## config.mk

```make
export PLATFORM = sky130hd
export DESIGN_NAME = sample_trigger
export DESIGN_NICKNAME = d
export VERILOG_FILES = /design/src/rtl/sample_trigger.sv
export SDC_FILE = /design/constraint.sdc
export NUM_CORES = 1
export LEC_CHECK = 0
export CORE_AREA = 2 2 145 147
export CTS_BUF_LIST = sky130_fd_sc_hd__clkbuf_2
export DETAILED_ROUTE_END_ITERATION = 10
export DIE_AREA = 0 0 147 149
export GPL_ROUTABILITY_DRIVEN = 0
export GPL_TIMING_DRIVEN = 0
export PLACE_DENSITY = 0.82
export SYNTH_ARGS = -nofsm -noshare
export SYNTH_HDL_FRONTEND = slang
export SYNTH_SLANG_ARGS = --single-unit
```

## constraint.sdc

```tcl
create_clock -name core_clk -period 4.8 [get_ports core_clk]
set_input_delay 1.44 -clock core_clk [delete_from_list [all_inputs] [get_ports core_clk]]
set_output_delay 1.44 -clock core_clk [all_outputs]
set_load 0.02 [all_outputs]
```

## src/rtl/sample_trigger.sv

```systemverilog
// sample_trigger: trigger and capture-window controller for the decimated
// sample stream in the core_clk domain. Sequences a pre-trigger fill, arms a
// per-bit level/edge trigger, counts the post-trigger window, forwards only
// in-window samples and reports the trigger index within the capture.
//
// Build option: define EXT_TRIG_EN to let a rising edge on ext_trig_in
// (synchronised into core_clk) force a trigger on the next valid sample while
// ARMED. Without it ext_trig_in is ignored.
module sample_trigger #(
    parameter int CNT_W = 32
) (
    input  logic             core_clk,
    input  logic             core_rst,
    input  logic             capture_start,
    input  logic             capture_abort,
    input  logic [CNT_W-1:0] pre_depth,
    input  logic [CNT_W-1:0] post_depth,
    input  logic [15:0]      trig_mask,
    input  logic [15:0]      trig_value,
    input  logic [15:0]      trig_edge,
    input  logic [15:0]      sample_data,
    input  logic             sample_valid,
    input  logic             ext_trig_in,
    output logic [15:0]      out_data,
    output logic             out_valid,
    output logic             trig_hit,
    output logic [CNT_W-1:0] trig_pos,
    output logic             capture_busy,
    output logic             capture_done
);

    typedef enum logic [2:0] {
        ST_IDLE,
        ST_PRE,
        ST_ARMED,
        ST_POST,
        ST_DONE
    } state_t;

    localparam logic [CNT_W-1:0] CNT_ONE = {{(CNT_W-1){1'b0}}, 1'b1};

    state_t           state;
    logic [CNT_W-1:0] sample_cnt;   // index of the next sample within the capture
    logic [CNT_W-1:0] post_cnt;     // post samples seen, trigger sample inclusive
    logic [CNT_W-1:0] pre_len;      // pre_depth captured at start
    logic [CNT_W-1:0] post_len;     // post_depth captured at start, 0 promoted to 1
    logic [15:0]      prev_data;
    logic             prev_ok;
    logic             ext_pend;

    logic             busy_state;
    logic [CNT_W-1:0] cnt_inc;
    logic [CNT_W-1:0] post_inc;
    logic [15:0]      lvl_ok;
    logic [15:0]      edge_ok;
    logic [15:0]      bit_ok;
    logic             pattern_match;
    logic             trig_fire;

    assign busy_state = (state == ST_PRE) || (state == ST_ARMED) || (state == ST_POST);

    // The sample counter saturates rather than wrapping so trig_pos never aliases.
    assign cnt_inc  = (sample_cnt == {CNT_W{1'b1}}) ? sample_cnt : sample_cnt + CNT_ONE;
    assign post_inc = post_cnt + CNT_ONE;

    // Per-bit trigger terms: unmasked bits must match level, or match level
    // after a change from the previous valid sample when marked as edge bits.
    assign lvl_ok        = ~(sample_data ^ trig_value);
    assign edge_ok       = lvl_ok & (sample_data ^ prev_data) & {16{prev_ok}};
    assign bit_ok        = ~trig_mask | (trig_edge & edge_ok) | (~trig_edge & lvl_ok);
    assign pattern_match = &bit_ok;

    // Trigger qualifier: only valid samples in ARMED may fire.
    always_comb begin
        // NOTE: a default assignment first keeps every path covered so no latch is inferred.
        trig_fire = 1'b0;
        if (sample_valid && (state == ST_ARMED)) begin
            trig_fire = pattern_match || ext_pend;
        end
    end

`ifdef EXT_TRIG_EN
    logic ext_s1;
    logic ext_s2;
    logic ext_s3;
    logic ext_rise;

    assign ext_rise = ext_s2 & ~ext_s3;

    // Two-flop synchroniser, edge detect and pending latch for the external trigger.
    always_ff @(posedge core_clk) begin
        if (core_rst) begin
            ext_s1   <= 1'b0;
            ext_s2   <= 1'b0;
            ext_s3   <= 1'b0;
            ext_pend <= 1'b0;
        end else begin
            ext_s1 <= ext_trig_in;
            ext_s2 <= ext_s1;
            ext_s3 <= ext_s2;
            if (capture_start || capture_abort || trig_fire) begin
                ext_pend <= 1'b0;
            end else if ((state == ST_ARMED) && ext_rise) begin
                ext_pend <= 1'b1;
            end
        end
    end
`else
    logic unused_ext_trig;

    assign unused_ext_trig = ext_trig_in;
    assign ext_pend        = 1'b0;
`endif

    // Capture FSM with registered status, trigger and forwarding outputs.
    always_ff @(posedge core_clk) begin
        // NOTE: state is updated with non-blocking assignments so every register
        // samples pre-edge values regardless of statement order.
        if (core_rst) begin
            state        <= ST_IDLE;
            sample_cnt   <= '0;
            post_cnt     <= '0;
            pre_len      <= '0;
            post_len     <= '0;
            prev_data    <= '0;
            prev_ok      <= 1'b0;
            out_data     <= '0;
            out_valid    <= 1'b0;
            trig_hit     <= 1'b0;
            trig_pos     <= '0;
            capture_busy <= 1'b0;
            capture_done <= 1'b0;
        end else begin
            trig_hit <= 1'b0;

            // A sample coinciding with start/abort belongs to no capture window.
            out_valid <= sample_valid && busy_state && !capture_start && !capture_abort;
            if (sample_valid && busy_state) begin
                out_data <= sample_data;
            end

            if (capture_start) begin
                sample_cnt   <= '0;
                post_cnt     <= '0;
                prev_ok      <= 1'b0;
                trig_pos     <= '0;
                pre_len      <= pre_depth;
                post_len     <= (post_depth == '0) ? CNT_ONE : post_depth;
                state        <= (pre_depth != '0) ? ST_PRE : ST_ARMED;
                capture_busy <= 1'b1;
                capture_done <= 1'b0;
            end else if (capture_abort) begin
                state        <= ST_IDLE;
                capture_busy <= 1'b0;
                capture_done <= 1'b0;
            end else if (sample_valid && busy_state) begin
                sample_cnt <= cnt_inc;
                prev_data  <= sample_data;
                prev_ok    <= 1'b1;
                case (state)
                    ST_PRE: begin
                        if (cnt_inc >= pre_len) begin
                            state <= ST_ARMED;
                        end
                    end
                    ST_ARMED: begin
                        if (trig_fire) begin
                            trig_hit <= 1'b1;
                            trig_pos <= sample_cnt;
                            post_cnt <= CNT_ONE;
                            if (post_len <= CNT_ONE) begin
                                state        <= ST_DONE;
                                capture_busy <= 1'b0;
                                capture_done <= 1'b1;
                            end else begin
                                state <= ST_POST;
                            end
                        end
                    end
                    ST_POST: begin
                        post_cnt <= post_inc;
                        if (post_inc >= post_len) begin
                            state        <= ST_DONE;
                            capture_busy <= 1'b0;
                            capture_done <= 1'b1;
                        end
                    end
                    default: begin
                    end
                endcase
            end
        end
    end

endmodule
```

After elaboration in Yosys (flattened, before gate mapping) --
Cells that the tools add are included.
Storage, ports and cells: register bits 200, output and inout bits 52
Operators by class: magnitude comparators 3, bitwise gates (word level) 15, reduce and logical (&&, ||, !) cells 25, multiplexer cells 26, add/subtract/negate cells 2, equal/unequal tests 11
Operators with widths (number):
- $mux 32 | 3
- $add 32x1->32 const B | 2
- $and 16x16->16 | 4
- $ge 32x32->1 | 2
- $pmux 32 s2 | 1
- $not 16->16 | 3
- $eq 32x32->1 const B | 1
- $le 32x1->1 const B | 1
- $logic_not 32->1 | 1
- $or 16x16->16 | 2
- $reduce_bool 32->1 | 1
- $xor 16x16->16 | 2
- $mux 3 | 7
- $reduce_and 16->1 | 1
- $reduce_and 5->1 | 3
- $ne 4x3->1 const B | 3
- $mux 1 | 11
- $pmux 3 s3 | 1
- $reduce_and 4->1 | 2
- $eq 3x2->1 const B | 2
- $reduce_bool 5->1 | 1
- $reduce_or 5->1 | 1
- $logic_and 1x1->1 | 4
- $ne 2x1->1 const B | 2
- 15 further kinds | 21

Longest topological paths before layout --
Gate-level depths: netlist of the first run.
word-level depth 14, depth in mapped cells 17

Worst setup path after synthesis of the first run --
No wires, ideal clock.
path kind register to register, start register sample_cnt[0], end register state[0], slack 1.259 ns, arrival 3.479 ns, library setup time 0.062 ns, cell stages (with the launch flop) 17, path buffers 1, clock period less this slack 3.541 ns, path through dfxtp_1 -> ha_1 -> and4_1 -> nand4_1 -> nor4_4 -> or3b_1 -> buf_6 -> nor2_1 -> xor2_1 -> ha_1 -> nand4_1 -> nor4_1 -> a32oi_1 -> a31oi_1 -> o22ai_1 -> a211o_1 -> nand3_1
Between the ends: word-level cells in the longest chain between the ends 5, elaborated cells on any way between the ends 6
RTL lines:
- start: declaration | line 43 | logic [CNT_W-1:0] sample_cnt;
- start signal: assignment | line 157 | sample_cnt <= cnt_inc;
- $add 32x1->32 / $eq 32x32->1 (equally long branches) | line 63 | assign cnt_inc = (sample_cnt == {CNT_W{1'b1}}) ? sample_cnt : sample_cnt + CNT_ONE;
- $mux 32 * | line 63
- named net cnt_inc[14] | line 52 | logic [CNT_W-1:0] cnt_inc;
- $ge 32x32->1 * | line 162 | if (cnt_inc >= pre_len) begin
- $ne 4x3->1 (no line) *
- $reduce_and 5->1 (no line) *
- end signal: assignment | line 149 | state <= (pre_depth != '0) ? ST_PRE : ST_ARMED;
- end: declaration | line 42 | state_t state;
The timed path passes the listed nets; every way through them passes the cells marked *. A chain may end at the register's enable or synchronous reset.

Final worst setup path of the first run --
Ends and elaborated chain as after synthesis.

==> results.txt, run 1 <==
Kind of end point of the critical path = flop
RR Startpoint = sample_cnt[0]
Post-synth EDFFs = 0
CP Cell Sequence = ha_1, and4_1, nand4_1, nor4_4, nor2_1, nand2_1, nor2_1, xor2_1, ha_1, nand4_1, nor4_1, a32oi_1, a31oi_1, o22ai_1, a211o_1, nand3_1
Hold Crit Class = flop to flop
DRT Pass-1 Iters = 5
Slew Limit Fails = 0
Slew headroom = 48.5%
Pwr per Cell Area = 232 mW/mm²
Flops & latches, synth = 200
Critical R2R Capture = state[0]
Min cycle time layout = 4.44 ns
Setup slack after layout = 0.358 ns
Hold path start = out_data[12]
Design area = 0.0137 mm²
Worst clock skew = 0.0273 ns
R2R setup slack = 0.36 ns
DP Worst Slack = 0.485 ns
Htree depth = 4
CP top delay family = simple AND/OR/NAND/NOR gates
Final WL = 32400 µm
Hold path depth = 2
CTS root buf = clkbuf_2
CTS tree = yes
Hold Path End = out_data[12]
Critical path required time = 5.56 ns
Post-DP HPWL = 25200 µm
Initial core utilization = 54.6%
Total GRT Usage = 28.9%
Worst-path fanout max = 10
Rows = 53
Asr flop ratio synth = 0%
Vias/cell = 5.84
Vias in the first global route = 10600
Synth Instances = 1409
Hold_buf cts = 0
Syn_nets = 1609
Die W = 147 µm
Main synth FF type = dfxtp_1
Fillcell total = 1795
Final TNS setup = 0 ns
Final net count = 1811
I/O Pins = 186
CP Launch Type = flop
Total congestion overflow = 0
Final Hold Fails = 0
Die H = 149 µm
Layout cells sized above 1 = 5.54%
Leakage = 5.02 nW
CP Buf/Inv Count = 0
Unrepaired setup endpoints after global routing = no
Worst Tran Pin Value = 0.767 ns
Drt first-iter violations = 638
Port bufs = 183
Clk sink count = 200
Highest clock rate = 225 MHz
Syn Std Cell Area = 0.0112 mm²
Period Utilization, post-route = 92.5%
Wire length per cell = 17.0 µm
Reg clk slew, reported paths = 0.27 ns
WP data arrival = 5.20 ns
Yosys synthesis warning count = 0
Core ar. = 0.0206 mm²
Placed instance area = 0.0134 mm²
Max Root-Sink Buffers = 2
Cell variety after synth = 71
Status = completed
Cells on worst reg2reg path = 16
Clk_lat worst skew = 0.80 ns
Antenna-violating nets left = 0
Die area = 0.0219 mm²
Tot Pwr = 3.17 mW
CP max-delay cell = nor4_4
Max capacitance violation total = 0
TritonCTS buffer count = 17
# DRC = 0
Final setup violation count = 0
Critical path class = flop to flop
Area grow syn2layout = 22.1%
First-pass GRT wire length = 51300 µm
CP max stage delay = 0.67 ns
Via count = 11100
Largest net degree at the start of global routing = 19
Initial antenna violation count = 1
Seq/Total Area, Yosys = 35.7%
Synth Area per Inst = 7.97 µm²
VDD IR max = 0.151 mV
layer usage:
| layer | track usage [%] | vias to the layer above | share of wire (%) |
|---|---|---|---|
| li1 | - | 5397 | - |
| met2 | 51.3 | 361 | 49 |
| met1 | 34.1 | 5222 | 42 |
| met3 | 5.26 | 110 | 5.4 |
| met4 | 13.6 | 0 | 4.3 |
| met5 | 0 | - | 0 |
synth_stat cells, types with 33 or more instances:
cell      count  area (µm²)
dfxtp_1     200        4000
nand2_1     189         709
o21ai_0     123         616
a21oi_1     112         561
nor2_1      107         402
inv_1        79         297
ha_1         66         826
nand3_1      64         320
clkbuf_1     49         184
xnor2_1      43         377
xor2_1       42         368
nor4_1       38         238
mux2i_1      35         350
nand4_1      33         206
cells by family (layout without fill, tap and decap cells):
group,after synthesis,in the layout,share of synthesized area (%)
simple gates,530,530,23.4
xor+xnor,85,85,6.63
mux,36,36,3.22
buf+inv,166,381,6.44
flops,200,200,35.7
fa+ha+maj,66,66,7.36
other cells,0,1,0
compound gates,326,326,17.3
worst reg2reg max path, stage by stage, from the launching register on:
cell and delay (ns):
dfxtp_1 0.54, ha_1 0.36, and4_1 0.26, nand4_1 0.22, nor4_4 0.67, nor2_1 0.23
nand2_1 0.19, nor2_1 0.08, xor2_1 0.16, ha_1 0.32, nand4_1 0.14, nor4_1 0.31
a32oi_1 0.16, a31oi_1 0.25, o22ai_1 0.15, a211o_1 0.31, nand3_1 0.07
sequential cells by signal (all words and copies together) (netlist names):
| name | cells |
|---|---|
| capture_busy | 1 |
| capture_done | 1 |
| out_data | 16 |
| out_valid | 1 |
| post_cnt | 32 |
| post_len | 32 |
| pre_len | 32 |
| prev_data | 16 |
| prev_ok | 1 |
| sample_cnt | 32 |
| state | 3 |
| trig_hit | 1 |
| trig_pos | 32 |
where the power goes:
part,internal [mW],switching [mW],leakage [nW]
Clock,0.364,0.625,0.176
Combinational,0.202,0.245,3.22
Sequential,1.71,0.0259,1.63
Total,2.28,0.896,5.02
cell usage in the layout (no fill, tap or decap), types with 7 or more instances in the layout:
cell type,n
dfxtp_1,200
nand2_1,189
a41oi_1,9
mux2i_1,35
xor2_1,42
a311oi_1,19
clkbuf_2,20
nor4_1,38
a21oi_1,112
clkdlybuf4s50_1,183
nor2_1,107
nor3_1,18
buf_6,8
and4_1,13
a211oi_1,17
and2_1,7
nand4_1,33
nand3_1,64
buf_2,16
xnor2_1,43
o21a_1,7
ha_1,66
inv_1,79
and3_1,10
or3_1,8
o21ai_0,123
clkbuf_1,49
metrics by stage:
stage                     hold slack [ns]  std cells  utilization [%]
after floorplan                     0.439       1409                -
after global placement              0.441       1867             65.2
after detailed placement            0.449       1867             65.2
after CTS                           0.476       1899             66.6
after global routing                0.489       1900             66.7
final                               0.477       1900             66.7
worst max path at each step:
| stage | startpoint | to | slack [ns] | cells past startpoint |
|---|---|---|---|---|
| after CTS | post_cnt[0] | state[0] | 0.28 | 15 |
| after global routing | post_cnt[0] | state[0] | 0.12 | 15 |
| after floorplan | sample_cnt[0] | state[0] | 1.26 | 16 |
| final | sample_cnt[0] | state[0] | 0.36 | 16 |
| after global placement | sample_cnt[0] | state[0] | 0.52 | 16 |
| after detailed placement | sample_cnt[0] | state[0] | 0.49 | 16 |
layout make-up:
class                           count  area, µm²  share of cell area, %
Multi-Input combinational cell   1043       6500                   47.5
Sequential cell                   200       4000                   29.2
Timing Repair Buffer              183       1830                   13.4
Buffer                             85        417                   3.04
Tap cell                          275        344                   2.51
Inverter                           81        307                   2.24
Clock inverter                     14        208                   1.52
Clock buffer                       18       90.1                  0.657
Antenna cell                        1       2.50                 0.0183
repair_timing:
item,4_1_cts,5_1_grt
setup buffers,0,0
gates resized for setup,0,1
endpoints found under the setup margin,0,2
Note: power is estimated with default switching activity, not from simulation.
==> run 2: changes to the inputs <==
==> config.mk (replaced) <==
export PLATFORM = sky130hd
export DESIGN_NAME = sample_trigger
export DESIGN_NICKNAME = d
export VERILOG_FILES = /design/src/rtl/sample_trigger.sv
export SDC_FILE = /design/constraint.sdc
export NUM_CORES = 1
export LEC_CHECK = 0
export CORE_AREA = 2 2 140 142
export CTS_BUF_LIST = sky130_fd_sc_hd__clkbuf_2
export DETAILED_ROUTE_END_ITERATION = 10
export DIE_AREA = 0 0 142 144
export GPL_ROUTABILITY_DRIVEN = 0
export GPL_TIMING_DRIVEN = 0
export PLACE_DENSITY = 0.88
export SYNTH_ARGS = -nofsm -noshare
export SYNTH_HDL_FRONTEND = slang
export SYNTH_SLANG_ARGS = --single-unit
==> constraint.sdc (replaced) <==
create_clock -name core_clk -period 5.6 [get_ports core_clk]
set_input_delay 1.68 -clock core_clk [delete_from_list [all_inputs] [get_ports core_clk]]
set_output_delay 1.68 -clock core_clk [all_outputs]
set_load 0.02 [all_outputs]
==> run 2 against run 1 <==
Against the previous run: the run now ends with DRC left; fmax shrank 1.9%; power shrank 20%; core utilization grew 4.4 points; wire length is essentially flat; first-iteration DRC count grew 81%; combinational power shrank 14%; sequential power shrank 14%; register-to-register slack gained 0.71 ns; non-clock buffer count is the same; critical endpoint unchanged; highest routed layer unchanged.
==> results.txt, run 2 (synthesized netlist as in run 1, its figures left out) <==
Max capacitance violation total = 0 (unchanged)
Vias/cell = 6.04 (+3.5%)
Die area = 0.0204 mm² (-6.6%)
Leakage = 4.97 nW (-1.1%)
Largest net degree at the start of global routing = 19 (unchanged)
Layout cells sized above 1 = 5.42% (-0.12 points)
Kind of end point of the critical path = flop
Highest clock rate = 221 MHz (-1.9%)
VDD IR max = 0.196 mV (+29%)
Clk sink count = 200 (unchanged)
CP top delay family = simple AND/OR/NAND/NOR gates
Min cycle time layout = 4.53 ns (+0.0871 ns)
Htree depth = 4 (unchanged)
Critical path class = flop to flop
Total GRT Usage = 31.5% (+2.5 points)
Most frequent cells in the layout = dfxtp_1, nand2_1, clkdlybuf4s50_1, o21ai_0, a21oi_1
Initial core utilization = 58.8% (+4.2 points)
Clk_lat worst skew = 0.80 ns (about the same)
Max Root-Sink Buffers = 2 (unchanged)
Unrepaired setup endpoints after global routing = no
Worst-path fanout max = 10 (unchanged)
Worst hold slack = 0.476 ns (-0.000431 ns)
Period Utilization, post-route = 80.9% (-12 points)
Failing checks = DRC
CP max-delay cell = nor4_4
Hold_buf cts = 0 (unchanged)
CTS tree = yes
Hold Crit Class = flop to flop
Final net count = 1811 (unchanged)
Drt first-iter violations = 1152 (+81%)
Post-DP HPWL = 25200 µm (-0.19%)
Final TNS setup = 0 ns (unchanged)
Slew headroom = 48.1% (-0.42 points)
CP Cell Sequence = ha_1, and4_1, nand4_1, nor4_4, nor2_1, nand2_1, nor2_1, xor2_1, ha_1, nand4_1, nor4_1, a32oi_1, a31oi_1, o22ai_1, a211o_1, nand3_1
Initial antenna violation count = 2 (+1)
Worst clock skew = 0.0423 ns (+0.0149 ns)
Core ar. = 0.0191 mm² (-7.2%)
Pwr per Cell Area = 187 mW/mm² (-19%)
CP Buf/Inv Count = 0 (unchanged)
Vias in the first global route = 10900 (+2.3%)
I/O Pins = 186 (unchanged)
CP max stage delay = 0.68 ns (about the same)
Total congestion overflow = 0 (unchanged)
Number of gates resized after cts = 0 (unchanged)
Via count = 11300 (+1.5%)
RR Startpoint = sample_cnt[0]
Crit path to = state[0]
CTS root buf = clkbuf_2
Most common cell after layout, fill and taps aside = dfxtp_1
WP data arrival = 5.27 ns (+0.07 ns)
Final Hold Fails = 0 (unchanged)
Worst Tran Pin Value = 0.776 ns (+0.00928 ns)
Post-CTS setup buffers = 0 (unchanged)
Placed instance area = 0.0134 mm² (-0.35%)
Status = complete, but fails checks
# DRC = 1 (+1)
Design area = 0.0136 mm² (-1.1%)
Slew Limit Fails = 0 (unchanged)
Rows = 51 (-3.8%)
DRT Pass-1 Iters = 11 (+6)
Die H = 144 µm (-3.4%)
Die W = 142 µm (-3.4%)
CP Launch Type = flop
Reg clk slew, reported paths = 0.30 ns (+0.03 ns)
CP Launch Point = sample_cnt[0]
Critical R2R Capture = state[0]
Port bufs = 183 (unchanged)
First-pass GRT wire length = 51600 µm (+0.52%)
Cells on worst reg2reg path = 16 (unchanged)
R2R setup slack = 1.07 ns (+0.71 ns)
Critical path required time = 6.34 ns (+0.78 ns)
Final WL = 32300 µm (about the same)
Wire length per cell = 17.4 µm (+2.0%)
Final setup violation count = 0 (unchanged)
TritonCTS buffer count = 17 (unchanged)
Area grow syn2layout = 20.8%
Antenna-violating nets left = 0 (unchanged)
Worst path depth = 16 (unchanged)
## run 2: power breakdown
part           switching (mW)  internal, mW  leakage, nW  total (mW)
logic                   0.211         0.173         3.22       0.384
registers              0.0227          1.47         1.63        1.49
clock network           0.529         0.127        0.122       0.656
## run 2: worst min path at each step
stage / startpoint / end / slack, ns / cells past startpoint
6_report: out_data[7] / out_data[7] / 0.48 / 2
5_1_grt: out_data[7] / out_data[7] / 0.50 / 2
4_1_cts: out_data[7] / out_data[7] / 0.48 / 2
3_5_place_dp: capture_done / capture_done / 0.44 / 2
3_3_place_gp: capture_done / capture_done / 0.44 / 2
2_1_floorplan: prev_data[15] / prev_data[15] / 0.44 / 2
## run 2: per-layer routing
| layer | global-route usage [%] | vias to the layer above | part of all wire (%) |
|---|---|---|---|
| met5 | 0 | - | 0 |
| met4 | 16.8 | 0 | 4.5 |
| met3 | 5.50 | 112 | 6.6 |
| met2 | 54.1 | 514 | 48 |
| met1 | 37.7 | 5235 | 41 |
| li1 | - | 5393 | - |
## run 2: per-stage QoR
stage          total power [mW]  setup WS [ns]  cells  utilization [%]
5_1_grt                    2.63          0.775   1862             71.1
3_3_place_gp               1.88           1.24   1830             70.0
6_report                   2.53           1.07   1862             71.1
3_5_place_dp               1.89           1.19   1830             70.0
4_1_cts                    2.53           1.14   1861             71.0
2_1_floorplan              1.70           2.06   1409                -
## run 2: final cells by class
type	instances	area, µm²
Timing Repair Buffer	183	1830
Clock inverter	14	114
Tap cell	238	298
Buffer	85	417
Clock buffer	17	85.1
Multi-Input combinational cell	1043	6500
Fill cell	1511	5520
Antenna cell	1	2.50
Sequential cell	200	4000
Inverter	81	307
## run 2: worst reg2reg max path: cells and delay by family, from the launching register on
kind / cells / cell delay (ns)
and+or+nand+nor: 9 / 2.22
adders and majority gates: 2 / 0.68
DFF: 1 / 0.54
AOI/OAI and AO/OA: 4 / 0.88
xor gates and xnor gates: 1 / 0.16
==> run 3: changes to the inputs <==
==> config.mk (replaced) <==
export PLATFORM = sky130hd
export DESIGN_NAME = sample_trigger
export DESIGN_NICKNAME = d
export VERILOG_FILES = /design/src/rtl/sample_trigger.sv
export SDC_FILE = /design/constraint.sdc
export NUM_CORES = 1
export LEC_CHECK = 0
export CORE_AREA = 2 2 145 147
export CTS_BUF_LIST = sky130_fd_sc_hd__clkbuf_2
export DETAILED_ROUTE_END_ITERATION = 10
export DIE_AREA = 0 0 147 149
export GPL_ROUTABILITY_DRIVEN = 0
export GPL_TIMING_DRIVEN = 0
export PLACE_DENSITY = 0.82
export SYNTH_ARGS = -nofsm -noshare
export SYNTH_HDL_FRONTEND = slang
export SYNTH_SLANG_ARGS = --single-unit
==> constraint.sdc (replaced) <==
create_clock -name core_clk -period 4.5 [get_ports core_clk]
set_input_delay 1.35 -clock core_clk [delete_from_list [all_inputs] [get_ports core_clk]]
set_output_delay 1.35 -clock core_clk [all_outputs]
set_load 0.02 [all_outputs]
==> run 3 against run 2 <==
Against the previous run: the flow now finishes without violations; count of clock-buffer cells in the layout is 1 higher; global-route usage fell by 2.5 points; core utilization shrank 4.2 points; combinational power up 24%; register-to-register slack worse by 0.79 ns; final area increased by 1.4%; non-clock buffer count is 2 higher; fmax up 7.3%; via count fell by 0.94%; hold slack gained 0.00096 ns; wire length grew 0.21%; power grew 34%.
==> results.txt, run 3 (synthesized netlist as in run 1, its figures left out) <==
Slew Limit Fails = 0 (unchanged)
Pwr per Cell Area = 246 mW/mm² (+32%)
Critical path required time = 5.25 ns (-1.09 ns)
Unrepaired setup endpoints after global routing = no
Final TNS setup = 0 ns (unchanged)
Worst hold slack = 0.477 ns (+0.000957 ns)
# DRC = 0 (-1)
VDD IR max = 0.160 mV (-18%)
Kind of end point of the critical path = flop
Rows = 53 (+3.9%)
Clk_lat worst skew = 0.80 ns (about the same)
Clock power share = 31.0% (+5.1 points)
Total GRT Usage = 29.0% (-2.5 points)
Max Root-Sink Buffers = 2 (unchanged)
Layout cells sized above 1 = 5.78% (+0.36 points)
Worst Tran Pin Value = 0.763 ns (-0.0127 ns)
Area grow syn2layout = 22.4%
Total congestion overflow = 0 (unchanged)
Reg clk slew, reported paths = 0.30 ns (about the same)
Max capacitance violation total = 0 (unchanged)
Leakage = 5.05 nW (+1.7%)
Status = completed
Internal power = 2.43 mW (+37%)
Critical path class = flop to flop
Net Switching = 952 µW (+25%)
CTS root buf = clkbuf_2
TritonCTS buffer count = 17 (unchanged)
Die area = 0.0219 mm² (+7.1%)
Final WL = 32400 µm (+0.21%)
Die W = 147 µm (+3.5%)
Min cycle time layout = 4.22 ns (-0.307 ns)
WP data arrival = 4.97 ns (-0.30 ns)
Final setup violation count = 0 (unchanged)
Via count = 11100 (-0.94%)
Htree depth = 4 (unchanged)
Hold_buf cts = 0 (unchanged)
Sw frac = 28.1% (-2.0 points)
Most frequent cells in the layout = dfxtp_1, nand2_1, clkdlybuf4s50_1, o21ai_0, a21oi_1
Seq pwr share = 54.8% (-4.1 points)
Clk sink count = 200 (unchanged)
CP Launch Point = post_cnt[9]
Most common cell after layout, fill and taps aside = dfxtp_1
Vias/cell = 5.86 (-3.0%)
Post-DP HPWL = 25200 µm (+0.19%)
Final Hold Fails = 0 (unchanged)
Worst clock skew = 0.0291 ns (-0.0132 ns)
Worst-path fanout max = 8 (-2)
Hold Crit Class = flop to flop
Period Utilization, post-route = 93.8% (+13 points)
DRT Pass-1 Iters = 5 (-6)
Initial core utilization = 54.6% (-4.2 points)
Comb power frac = 14.1% (-1.1 points)
Port bufs = 183 (unchanged)
Slew headroom = 48.7% (+0.65 points)
Wire length per cell = 17.0 µm (-1.9%)
RR Startpoint = post_cnt[9]
Highest clock rate = 237 MHz (+7.3%)
I/O Pins = 186 (unchanged)
Initial antenna violation count = 1 (-1)
Drt first-iter violations = 719 (-38%)
Vias in the first global route = 10600 (-2.2%)
Hold path start = out_data[12]
Core ar. = 0.0206 mm² (+7.7%)
Antenna-violating nets left = 0 (unchanged)
Final net count = 1813 (+0.11%)
Largest net degree at the start of global routing = 19 (unchanged)
CTS tree = yes
CP Launch Type = flop
Die H = 149 µm (+3.5%)
First-pass GRT wire length = 51300 µm (-0.44%)
[run 3: cell types whose count changed in the layout (fill, tap and decap cells not counted), moves of 2 or more]
cell / previous run / this run
buf_4: 4 / 6
bufinv_16: 0 / 4
clkinv_4: 3 / 1
clkinvlp_4: 2 / 0
[run 3: power groups by stage]
stage | registers [mW] | logic (mW) | clock network, mW
after floorplan | 1.89 | 0.222 | 0
after global placement | 1.88 | 0.459 | 0
after detailed placement | 1.88 | 0.470 | 0
after CTS | 1.85 | 0.473 | 1.06
after global routing | 1.86 | 0.521 | 1.12
final | 1.85 | 0.478 | 1.05
[run 3: what timing repair did]
| action | CTS | global route |
|---|---|---|
| pin swaps | 0 | 1 |
| endpoints found under the setup margin | 1 | 5 |
| buffers inserted | 0 | 2 |
| resized for setup | 1 | 4 |
[run 3: cell type report]
class,instances,area (µm²)
Antenna cell,1,2.50
Buffer,85,417
Clock buffer,18,90.1
Clock inverter,14,208
Fill cell,1788,6820
Inverter,81,307
Multi-Input combinational cell,1043,6520
Sequential cell,200,4000
Tap cell,275,344
Timing Repair Buffer,185,1850
[run 3: metal layers]
layer / global-route usage [%] / part of all wire (%) / wire length (µm)
met1: 34.2 / 41 / 13200
met5: 0 / 0 / 0
met2: 51.3 / 49 / 15800
met3: 5.23 / 6.3 / 2030
met4: 13.6 / 4.0 / 1310
[run 3: path summary, 6_finish.rpt]
check | to | slack (ns) | cells after the start
hold reg to reg | out_data[12] | 0.48 | 2
hold / removal | out_data[12] | 0.48 | 2
setup / recovery | state[0] | 0.28 | 15
setup reg to reg | state[0] | 0.28 | 15
[run 3: stage by stage]
step	instance area (µm²)	instances	utilization (%)	worst slack, ns	total power [mW]
4_1_cts	13700	1899	66.7	0.115	3.39
3_5_place_dp	13400	1867	65.2	0.185	2.35
2_1_floorplan	11200	1409	-	0.959	2.11
5_1_grt	13700	1902	66.8	0.0504	3.51
6_report	13700	1902	66.8	0.278	3.38
3_3_place_gp	13400	1867	65.2	0.224	2.34
[run 3: worst max-delay path, cell delays in order (launching register included)]
cell and delay, ns:
dfxtp_1 0.38, buf_2 0.18, nand2_1 0.07, nor3_1 0.63, and3_1 0.31, and2_1 0.27, and4_1 0.29, xor2_1 0.09
ha_1 0.31, and4_1 0.26, and4_1 0.24, nand3_1 0.11, a21oi_1 0.45, o22ai_1 0.21, a211o_1 0.30, nand3_1 0.07
